$ cat config.mk
export PLATFORM = sky130hd
export DESIGN_NAME = fifo_rd_packer_flat
export DESIGN_NICKNAME = d
export VERILOG_FILES = /design/src/rtl/fifo_rd_packer_if.sv /design/src/rtl/fifo_rd_packer.sv /design/src/flat_wrapper.sv
export SDC_FILE = /design/constraint.sdc
export NUM_CORES = 1
export LEC_CHECK = 0
export CORE_MARGIN = 3
export CORE_UTILIZATION = 44
export DETAILED_ROUTE_END_ITERATION = 7
export PLACE_DENSITY = 0.74
export SETUP_SLACK_MARGIN = 0.4
export SYNTH_ARGS = -nofsm -noshare
export SYNTH_HDL_FRONTEND = slang
export SYNTH_SLANG_ARGS = --single-unit
$ cat constraint.sdc
create_clock -name rclk -period 7.25 [get_ports rclk]
set_input_delay 2.175 -clock rclk [delete_from_list [all_inputs] [get_ports rclk]]
set_output_delay 2.175 -clock rclk [all_outputs]
set_load 0.02 [all_outputs]
$ cat src/rtl/fifo_rd_packer_if.sv
// rtl/fifo_rd_packer_if.sv - FIFO read port, flush request and packed output stream of fifo_rd_packer
interface fifo_rd_packer_if #(
    parameter int DSIZE = 8,
    parameter int RATIO = 4
);
    logic                    empty;
    logic                    ren;
    logic [DSIZE-1:0]        rdata;
    logic                    flush;
    logic                    o_valid;
    logic                    o_ready;
    logic [DSIZE*RATIO-1:0]  o_data;
    logic [RATIO-1:0]        o_keep;
    logic                    o_last;
    logic [15:0]             rd_count;

    // master is the packer itself; slave is the FIFO plus downstream side
    modport master (
        input  empty, rdata, flush, o_ready,
        output ren, o_valid, o_data, o_keep, o_last, rd_count
    );
    modport slave (
        output empty, rdata, flush, o_ready,
        input  ren, o_valid, o_data, o_keep, o_last, rd_count
    );
endinterface

$ cat src/rtl/fifo_rd_packer.sv
// rtl/fifo_rd_packer.sv - drains a sync-read FIFO and packs RATIO words into one wide word with flush support
module fifo_rd_packer #(
    parameter int DSIZE = 8,
    parameter int RATIO = 4,
    localparam int ODSIZE = DSIZE * RATIO
) (
    input  logic             rclk,
    input  logic             rrst,
    fifo_rd_packer_if.master bus
);
    localparam int IW = $clog2(RATIO);
    localparam logic [IW-1:0] LAST_IDX = IW'(RATIO - 1);

    typedef enum logic [1:0] {FILL, DRAIN, EMIT} state_t;

    state_t             state_q, state_d;
    logic [IW-1:0]      idx_q, idx_d;
    logic               rd_vld_q, rd_vld_d;
    logic [ODSIZE-1:0]  acc_data_q, acc_data_d;
    logic [RATIO-1:0]   acc_keep_q, acc_keep_d;
    logic [15:0]        rd_count_q, rd_count_d;
    logic [1:0]         q_cnt_q, q_cnt_d;
    logic [ODSIZE-1:0]  e0_data_q, e0_data_d, e1_data_q, e1_data_d;
    logic [RATIO-1:0]   e0_keep_q, e0_keep_d, e1_keep_q, e1_keep_d;
    logic               e0_last_q, e0_last_d, e1_last_q, e1_last_d;

    logic               ren, push_pend, flush_done, push, pop;
    logic [ODSIZE-1:0]  lane_data, push_data;
    logic [RATIO-1:0]   lane_keep, push_keep;
    logic               push_last;

    assign push_pend = rd_vld_q && (idx_q == LAST_IDX);
    // Space is reserved for a word that is about to complete, so a completion never meets a full queue
    assign ren = !rrst && !bus.empty && (state_q == FILL) && ((q_cnt_q + {1'b0, push_pend}) < 2'd2);
    // A flush that lands exactly on a completing word with nothing else in flight just closes that word
    assign flush_done = (state_q == FILL) && bus.flush && push_pend && !ren;
    assign pop = (q_cnt_q != 2'd0) && bus.o_ready;

    always_comb begin
        state_d    = state_q;
        idx_d      = idx_q;
        rd_vld_d   = ren;
        acc_data_d = acc_data_q;
        acc_keep_d = acc_keep_q;
        rd_count_d = rd_count_q;
        lane_data  = acc_data_q;
        lane_keep  = acc_keep_q;
        push       = 1'b0;
        push_data  = lane_data;
        push_keep  = '1;
        push_last  = 1'b0;

        if (rd_vld_q) begin
            lane_data[int'(idx_q)*DSIZE +: DSIZE] = bus.rdata;
            lane_keep[idx_q] = 1'b1;
            rd_count_d = rd_count_q + 16'd1;
            if (idx_q == LAST_IDX) begin
                idx_d      = '0;
                acc_data_d = '0;
                acc_keep_d = '0;
                push       = 1'b1;
                push_data  = lane_data;
                push_last  = (state_q != FILL) || flush_done;
            end else begin
                idx_d      = idx_q + IW'(1);
                acc_data_d = lane_data;
                acc_keep_d = lane_keep;
            end
        end

        case (state_q)
            FILL: begin
                if (bus.flush && !((idx_q == '0) && !rd_vld_q) && !flush_done)
                    state_d = ren ? DRAIN : EMIT;
            end
            DRAIN: begin
                state_d = push_pend ? FILL : EMIT;
            end
            EMIT: begin
                if (q_cnt_q < 2'd2) begin
                    push       = 1'b1;
                    push_data  = acc_data_q;
                    push_keep  = acc_keep_q;
                    push_last  = 1'b1;
                    acc_data_d = '0;
                    acc_keep_d = '0;
                    idx_d      = '0;
                    state_d    = FILL;
                end
            end
            default: state_d = FILL;
        endcase
    end

    // Two-entry queue, entry 0 is the head
    always_comb begin
        e0_data_d = e0_data_q;
        e0_keep_d = e0_keep_q;
        e0_last_d = e0_last_q;
        e1_data_d = e1_data_q;
        e1_keep_d = e1_keep_q;
        e1_last_d = e1_last_q;
        if (pop) begin
            e0_data_d = e1_data_q;
            e0_keep_d = e1_keep_q;
            e0_last_d = e1_last_q;
        end
        if (push) begin
            if ((q_cnt_q == 2'd0) || ((q_cnt_q == 2'd1) && pop)) begin
                e0_data_d = push_data;
                e0_keep_d = push_keep;
                e0_last_d = push_last;
            end else begin
                e1_data_d = push_data;
                e1_keep_d = push_keep;
                e1_last_d = push_last;
            end
        end
        q_cnt_d = q_cnt_q + {1'b0, push} - {1'b0, pop};
    end

    always_ff @(posedge rclk or posedge rrst) begin
        if (rrst) begin
            state_q    <= FILL;
            idx_q      <= '0;
            rd_vld_q   <= 1'b0;
            acc_data_q <= '0;
            acc_keep_q <= '0;
            rd_count_q <= '0;
            q_cnt_q    <= '0;
            e0_data_q  <= '0;
            e0_keep_q  <= '0;
            e0_last_q  <= 1'b0;
            e1_data_q  <= '0;
            e1_keep_q  <= '0;
            e1_last_q  <= 1'b0;
        end else begin
            state_q    <= state_d;
            idx_q      <= idx_d;
            rd_vld_q   <= rd_vld_d;
            acc_data_q <= acc_data_d;
            acc_keep_q <= acc_keep_d;
            rd_count_q <= rd_count_d;
            q_cnt_q    <= q_cnt_d;
            e0_data_q  <= e0_data_d;
            e0_keep_q  <= e0_keep_d;
            e0_last_q  <= e0_last_d;
            e1_data_q  <= e1_data_d;
            e1_keep_q  <= e1_keep_d;
            e1_last_q  <= e1_last_d;
        end
    end

    assign bus.ren      = ren;
    assign bus.o_valid  = (q_cnt_q != 2'd0);
    assign bus.o_data   = e0_data_q;
    assign bus.o_keep   = e0_keep_q;
    assign bus.o_last   = e0_last_q;
    assign bus.rd_count = rd_count_q;
endmodule

$ cat src/flat_wrapper.sv
// flat-port wrapper written by rule: the top's interface ports become plain ports
module fifo_rd_packer_flat 
#(
    parameter int DSIZE = 8,
    parameter int RATIO = 4,
    localparam int ODSIZE = DSIZE * RATIO
)
  (rclk, rrst, bus_empty, bus_rdata, bus_flush, bus_o_ready, bus_ren, bus_o_valid, bus_o_data, bus_o_keep, bus_o_last, bus_rd_count);
  fifo_rd_packer_if #(.DSIZE(DSIZE), .RATIO(RATIO)) bus_i ();
  input  logic rclk;
  input  logic rrst;
  input wire logic [$bits(bus_i.empty)-1:0] bus_empty;
  input wire logic [$bits(bus_i.rdata)-1:0] bus_rdata;
  input wire logic [$bits(bus_i.flush)-1:0] bus_flush;
  input wire logic [$bits(bus_i.o_ready)-1:0] bus_o_ready;
  output wire logic [$bits(bus_i.ren)-1:0] bus_ren;
  output wire logic [$bits(bus_i.o_valid)-1:0] bus_o_valid;
  output wire logic [$bits(bus_i.o_data)-1:0] bus_o_data;
  output wire logic [$bits(bus_i.o_keep)-1:0] bus_o_keep;
  output wire logic [$bits(bus_i.o_last)-1:0] bus_o_last;
  output wire logic [$bits(bus_i.rd_count)-1:0] bus_rd_count;
  assign bus_i.empty = bus_empty;
  assign bus_i.rdata = bus_rdata;
  assign bus_i.flush = bus_flush;
  assign bus_i.o_ready = bus_o_ready;
  assign bus_ren = bus_i.ren;
  assign bus_o_valid = bus_i.o_valid;
  assign bus_o_data = bus_i.o_data;
  assign bus_o_keep = bus_i.o_keep;
  assign bus_o_last = bus_i.o_last;
  assign bus_rd_count = bus_i.rd_count;
  fifo_rd_packer #(.DSIZE(DSIZE), .RATIO(RATIO)) u_core (.rclk(rclk), .rrst(rrst), .bus(bus_i));
endmodule
==> run summary, run 1 <==
The run finished with clean final reports. The post-synthesis compound-gate area fraction was 0.136. Across the VDD grid, the largest voltage drop is 204 µV.

The number of clock buffers added by TritonCTS is 17. The area growth from synthesis to layout is 20.9%. The number of sinks on the clock net is 133. The share of cells above drive strength 1 works out to 0.0636.

TritonCTS built the clock tree. The die is 124 µm wide. The detailed-route wire length per cell was 17.2 µm. Clock tree synthesis selected as its root buffer the cell clkbuf_16.

By startpoint and endpoint, the worst setup path is classified as input pin to output port. Entering global routing, the biggest net connects 87 pins. The number of different library cells used by synthesis comes to 53. The final RePlAce weighted congestion was 0.820. Setup repair after global routing left no endpoint under its margin.

The slack of the critical path is 1.40 ns. When the netlist entered floorplanning its net count stood at 584. The first global-routing pass estimated 23400 µm of wire. The synthesized design contains 0 enable-type register cells. The final layout contains routed wiring with a total length of 13800 µm.

Row generation in the floorplan step produced 42 rows. The portion of the post-synthesis area used by sequential elements came out at 0.539. The post-detailed-route DRC marker count is 0.

Xor and xnor fraction of the mapped netlist area: 0.0269. The logs give 4553 for the via count of the first global-routing pass and 6940 µm² for the placed standard-cell area. No sink is reached through more buffers than the 2 on the longest clock path.

The transition at the pin with the smallest max-transition slack is 1.04 ns. Overall power consumption after layout is estimated at 2670 µW. Initial antenna violation count: 0. Across all register-to-register paths, the minimum setup slack is 4.02 ns. In this run the worst hold path is classified as register to register.

The count of mapped cells out of synthesis is 563, and the post-synthesis adder-cell area fraction is 0.0162. The number of maximum-capacitance violations was 0; the starting density of the core was 0.457. The final critical-path share of the clock period is 0.806, and the cts-stage hold buffer count is 0. The multiplexer fraction of the synthesized cell area was 0.110. For the count of instances resized after the clock tree is built, the log shows 0.

The maximum fanout along the worst path is 3, and the critical path required time is 5.08 ns. At the later pin of the worst-skew pair, clock insertion delay measures 0.41 ns. The arrival time at the worst endpoint came out at 3.67 ns. The worst setup path is captured at an output port. Static timing analysis puts the maximum clock frequency at 171 MHz. The post-synthesis share of cell area spent on and, or, nand and nor gates works out to 0.130. In the synthesized netlist the dominant register cell turns out to be dfrtp_1. Fraction of registers with async set or reset after synthesis: 1.00.

For the total iterations of the first detailed-routing run, the log shows 5. Yosys printed 0 warnings. The logs give 0 for the max-slew violation total from the final report and 0 for the antenna diode count. The height of the die works out to 124 µm. In this run the static leakage power is 0.00325 µW. Clock slew at the register clock pins of the worst setup and hold paths: 0.05 ns. The tools report the kind of start point of the critical path as an input pin.

Summed over all failing endpoints, the final setup total negative slack is 0 ns. Total I/O pin count: 68. The logs give 0 for the global route total overflow and 0 for the total of endpoints with negative setup slack in the final report.

Buffers placed on the I/O ports in this run total 67. The run gives 1.38 ns as the worst setup slack after placement. The die covers 15500 µm². For this run, the post-layout net count is 639. The filler cells instantiated in the layout total 1141. The via count of the routed design is 4564, and the mean number of vias per cell is 5.67. The logs give 8780 µm for the HPWL after detailed placement and 0 for the number of nets with antenna violations after detailed routing. A synthesized cell averages 11.0 µm². The post-CTS repair timing setup buffer count was 0. The worst relative slew slack was 0.305. For the final database, setup skew stands at 0.00620 ns. By area, the combinational part of the netlist is dominated by compound AO/OA/AOI/OAI gates. In this run the number of H-tree levels came out at 4. The post-synthesis cell area was 6180 µm²; the post-layout instance area was 7470 µm².

The flip-flop and latch count after synthesis was 133; the total routing usage reported by global routing was 0.185. The final hold slack is 0.474 ns, and the shortest period the worst path allows is 5.85 ns. The standard cell core area was 13500 µm²; the starting DRC count in detailed routing was 316.

The number of hold violations in the final report was 0. In this run the power density over the cells is 357 nW/µm².
per-stage QoR:
stage          std cells  utilization
4_1_cts              805        0.553
5_1_grt              805        0.553
2_1_floorplan        563            -
3_3_place_gp         775        0.514
6_report             805        0.553
3_5_place_dp         775        0.514
cells in the final DEF (no fill, tap or decap), types with 2 or more instances in the layout:
cell type / netlist / final
a21boi_1: 4 / 4
a21oi_1: 14 / 14
a22o_1: 4 / 4
a22oi_1: 32 / 32
a2bb2oi_1: 8 / 8
a32oi_1: 8 / 8
and3_1: 11 / 11
and4_1: 4 / 4
buf_4: 1 / 5
bufinv_16: 0 / 2
clkbuf_1: 10 / 7
clkbuf_16: 0 / 17
clkdlybuf4s50_1: 0 / 67
clkinv_2: 0 / 4
dfrtp_1: 133 / 133
ha_1: 8 / 8
inv_1: 15 / 14
mux2i_1: 67 / 67
nand2_1: 52 / 52
nand2b_1: 6 / 6
nand3_1: 10 / 10
nand4_1: 8 / 8
nor2_1: 42 / 42
nor3_1: 7 / 6
nor4_1: 4 / 4
o21ai_0: 10 / 10
o21ai_1: 25 / 25
o22a_1: 8 / 8
o22ai_1: 6 / 5
xnor2_1: 14 / 14
xor2_1: 5 / 5
cell type report:
cell class / count / area, µm² / area share
clock buffers: 24 / 452 / 0.0605
clock inverters: 6 / 80.1 / 0.0107
inverters: 17 / 66.3 / 0.00888
multi-input cells: 377 / 2610 / 0.350
flip-flops and latches: 133 / 3330 / 0.446
well taps: 176 / 220 / 0.0295
repair buffers: 72 / 708 / 0.0948
registers in the layout, summed over array words and instances, names as in the netlist:
signal and cells:
u_core.bus.o_data 32, u_core.acc_data_q 32, u_core.e1_keep_q 4, u_core.rd_vld_q 1, u_core.bus.rd_count 16, u_core.q_cnt_q 2, u_core.bus.o_last 1, u_core.e1_data_q 32
u_core.e1_last_q 1, u_core.state_q 2, u_core.acc_keep_q 4, u_core.idx_q 2, u_core.bus.o_keep 4
cell families (layout without fill, tap and decap cells):
| group | after synthesis | after routing |
|---|---|---|
| flip-flops | 133 | 133 |
| adder cells (fa/ha/maj) | 8 | 8 |
| buffers and inverters | 53 | 119 |
| AO/OA/AOI/OAI | 124 | 124 |
| XOR/XNOR | 19 | 19 |
| multiplexers | 68 | 68 |
| AND/OR/NAND/NOR | 158 | 158 |
worst paths after layout:
path | startpoint | to | cells past startpoint
hold / removal | u_core.e1_data_q[12] | u_core.e1_data_q[12] | 2
setup / recovery | rrst | bus_ren | 5
setup reg to reg | u_core.idx_q[0] | u_core.bus.o_data[31] | 6
min in group asynchronous | rrst | u_core.bus.rd_count[4] | 2
max in group asynchronous | rrst | u_core.bus.o_data[22] | 3
hold reg to reg | u_core.e1_data_q[12] | u_core.e1_data_q[12] | 2
Yosys cell counts (3+ instances only):
cell	n	area share
a21oi_1	14	0.011
o22a_1	8	0.011
buf_6	4	0.0073
o21ai_1	25	0.020
mux2i_1	67	0.11
nor4_1	4	0.0041
xor2_1	5	0.0071
o22ai_1	6	0.0061
a21boi_1	4	0.0049
dfrtp_1	133	0.54
clkbuf_1	10	0.0061
nand2_1	52	0.032
nand3_1	10	0.0081
buf_1	3	0.0018
o21ai_0	10	0.0081
and3_1	11	0.011
and4_1	4	0.0057
a2bb2oi_1	8	0.011
a22oi_1	32	0.039
nor3_1	7	0.0057
nand2b_1	6	0.0061
nand4_1	8	0.0081
inv_1	15	0.0091
nor2_1	42	0.026
ha_1	8	0.016
a32oi_1	8	0.011
xnor2_1	14	0.020
a22o_1	4	0.0057
buf_2	17	0.014
worst max-delay path, cell delays in order:
cell and delay (ns):
clkdlybuf4s50_1 0.48, nor4_1 0.19, nand2_1 0.12, inv_1 0.09, clkdlybuf4s50_1 0.61
layer usage:
metal  track usage  up-vias  share of wire
li1              -     2136              -
met1         0.260     2237           0.46
met2         0.277      174           0.46
met3        0.0463       17          0.059
met4        0.0696        0          0.014
met5             0        -              0
where the power goes:
part / leakage [µW] / total (µW) / switching, µW / internal, µW
clock network: 0.000262 / 791 / 292 / 499
logic: 0.00124 / 842 / 471 / 371
registers: 0.00175 / 1040 / 138 / 898
total: 0.00325 / 2670 / 901 / 1770
(Power assumes the default switching activity.)
==> run 2: changes to the inputs <==
==> constraint.sdc (replaced) <==
create_clock -name rclk -period 5.4 [get_ports rclk]
set_input_delay 1.62 -clock rclk [delete_from_list [all_inputs] [get_ports rclk]]
set_output_delay 1.62 -clock rclk [all_outputs]
set_load 0.02 [all_outputs]
==> run 2 against run 1 <==
- non-clock buffer count is 4 higher
- cell area is 1.8% higher
- utilization rose by 0.97 points
- total power grew 40%
- clock skew grew 0.0054 ns
- sequential power increased by 33%
- clock-buffer cell count fell by 4
- hold slack better by 0.0036 ns
- critical path type unchanged
- largest cell class unchanged
==> run summary, run 2 (synthesized netlist as in run 1, its figures left out) <==
The post-layout instance area is 7600 µm² (+1.8%), and the share of total power in combinational logic is 0.309 (-0.007). The worst setup path is captured at an output port. The leakage power figure is 0.00331 µW (+1.6%), and the max-slew violation total from the final report is 0 (unchanged).

Post-layout net count: 643 (+0.63%). For the setup slack of the most critical reg-to-reg path, the log shows 2.39 ns (-1.63 ns). Via count of the routed design: 4530 (-0.74%).

The worst ir drop on vdd is 288 µV (+41%). The maximum clock insertion buffer count is 2 (unchanged). The transition at the pin with the smallest max-transition slack came out at 1.06 ns (+0.0219 ns).

For this design, the slowest cell found on the critical path is clkdlybuf4s50_1. Antenna diode count: 0 (unchanged). The switching component of the power was 1260 µW (+39%); the H-tree depth was 4 (unchanged). The worst relative slew slack came out at 0.289 (-0.0161). The path class of the tightest hold or removal check is register to register. The share of total power in sequential cells is 0.371 (-0.017), and the detailed-route wire length per cell is 17.4 µm (+1.6%). The final RePlAce weighted congestion was 0.785 (-4.3%); the standard cell core area was 13500 µm² (unchanged).

The total routing usage reported by global routing is 0.189 (+0.00423). The floorplan die width was 124 µm (unchanged); the switching power as a share of total power was 0.338 (about the same). The sum of negative setup slack is 0 ns (unchanged), and the maximum fanout along the worst path is 3 (unchanged).

The area growth from synthesis to layout is 23.0%. The final critical-path share of the clock period was 0.882. The worst setup path is launched from an input pin. The total length of routed wires was 14200 µm (+2.4%); the global route total overflow was 0 (unchanged). The power density relative to cell area works out to 490 nW/µm² (+37%). Setup repair after global routing left no endpoint under its margin. Largest net degree at the start of global routing: 63 (-28%).

The clock network fraction of total power is 0.320 (+0.024). The logs give 9190 µm (+4.7%) for the HPWL after detailed placement and 2470 µW (+40%) for the cell internal power dissipation. The shortest period the worst path allows is 4.76 ns.

The total of endpoints with negative setup slack in the final report was 0 (unchanged); the row count was 42 (unchanged). For the post-CTS repair timing setup buffer count, the log shows 0 (unchanged). Critical path class: input pin to output port. For the initial antenna violation count, the log shows 0 (unchanged). The clock slew at the register clock pins of the worst setup and hold paths was 0.06 ns (about the same); the utilization after layout was 0.563 (+0.00973).

The clock root buffer is clkbuf_16. The depth of the worst register-to-register path was 6 (unchanged); the count of instances resized after the clock tree is built was 0 (unchanged). Cell depth of the worst hold path: 2 (unchanged).

Leading cell type in the layout, fill and taps excluded: dfrtp_1. Total instance count after detailed placement: 779 (+0.52%). The clock latency at the later pin of the worst-skew pair is 0.43 ns (+0.02 ns), and the starting density of the core is 0.457 (unchanged).

The number of maximum-capacitance violations came out at 0 (unchanged). The flow ran to the end, and the final reports show no timing, DRC or antenna violations. Share of cells above drive strength 1: 0.0835 (+0.0199). The total clock buffers created by CTS was 17 (unchanged). The tools report the cts-stage hold buffer count as 0 (unchanged). The run gives 15500 µm² (unchanged) as the area enclosed by the die boundary. Cell repeated most along the worst path: clkdlybuf4s50_1. Final hold slack: 0.478 ns (+0.00362 ns). The critical path required time is 3.78 ns (-1.30 ns).

The signal on the critical path passes through clkdlybuf4s50_1 > nor4_1 > nand2_1 > inv_1 > clkdlybuf4s50_1. Placed standard-cell area: 6980 µm² (+0.63%). Post-detailed-route DRC marker count: 0 (unchanged). The number of buffer cells added on primary ports came out at 67 (unchanged). The tools report the end of the worst register-to-register path as u_core.bus.o_data[7].

The timing-limited maximum frequency was 210 MHz. The global-route wire length before repair was 23800 µm (+1.4%); the number of nets with antenna violations after detailed routing was 0 (unchanged). Cell type group with the largest total delay on the critical path: buffers and inverters. Number of sinks on the clock net: 133 (unchanged). The worst hold path begins at u_core.e1_data_q[12].

In this run the critical register-to-register path is launched from u_core.idx_q[0]. TritonCTS built the clock tree. The total iterations of the first detailed-routing run is 5 (unchanged), and the number of hold violations in the final report is 0 (unchanged). The number of buffers and inverters on the critical path was 3 (unchanged). The run gives 811 (+0.75%) as the final standard cell count with taps included and fillers excluded. The mean number of vias per cell was 5.59 (-1.5%). The tools report the via count of the first global-routing pass as 4648 (+2.1%). The endpoint of the worst hold path is u_core.e1_data_q[12]. Height of the die: 124 µm (unchanged).

The library cells used most frequently in the layout, excluding fill and tap cells, are dfrtp_1, mux2i_1, clkdlybuf4s50_1, nand2_1, nor2_1. The largest clock skew in the final design was 0.0116 ns (+0.00536 ns); the arrival time at the worst endpoint was 3.14 ns (-0.53 ns). For the starting DRC count in detailed routing, the log shows 298 (-5.7%).

The number of fill cells is 1116 (-2.2%). The largest stage delay on the critical path works out to 0.61 ns (about the same). The run gives 68 (unchanged) as the total I/O pin count.
==> run 2: changes by cell type in the layout (fill, tap and decap cells not counted), moves of 2 or more <==
cell / before / now
clkinv_4: 0 / 2
buf_4: 5 / 8
clkinvlp_4: 0 / 5
clkbuf_1: 7 / 0
clkbuf_8: 0 / 3
==> run 2: final cells by class <==
cell class	instances	area, µm²	area share
inverter	17	67.6	0.00889
clock inverter	12	153	0.0201
clock buffer	20	467	0.0614
sequential	133	3330	0.438
timing repair buffer	76	751	0.0988
tap	176	220	0.0290
multi-input combinational	377	2610	0.344
==> run 2: how the worst max path moves through the flow <==
stage	start	endpoint	slack [ns]	cells after the start
2_1_floorplan	bus_empty	bus_ren	1.68	3
3_3_place_gp	rrst	bus_ren	0.66	5
3_5_place_dp	rrst	bus_ren	0.64	5
4_1_cts	rrst	bus_ren	0.64	5
5_1_grt	rrst	bus_ren	0.50	5
6_report	rrst	bus_ren	0.64	5
==> run 2: power groups by stage <==
stage	registers, µW	clock network [µW]	logic (µW)
final	1380	1190	1150
after global routing	1410	1260	1270
after CTS	1380	1210	1160
after detailed placement	1390	0	1150
after global placement	1380	0	1110
after floorplan	1420	0	757
==> run 2: worst min-delay path, stage by stage, from the launching register on <==
cell	delay, ns
dfrtp_1	0.34
nand2_1	0.05
o21ai_0	0.06
==> run 2: stage by stage <==
| stage | setup slack (ns) | total power (µW) |
|---|---|---|
| 2_1_floorplan | 1.68 | 2180 |
| 5_1_grt | 0.496 | 3940 |
| 3_3_place_gp | 0.661 | 2500 |
| 4_1_cts | 0.636 | 3750 |
| 6_report | 0.637 | 3720 |
| 3_5_place_dp | 0.642 | 2550 |
==> run 2: metal layers <==
| layer | track usage | part of all wire | up-vias |
|---|---|---|---|
| li1 | - | - | 2144 |
| met1 | 0.272 | 0.47 | 2219 |
| met2 | 0.276 | 0.46 | 149 |
| met3 | 0.0510 | 0.060 | 18 |
| met4 | 0.0677 | 0.013 | 0 |
| met5 | 0 | 0 | - |
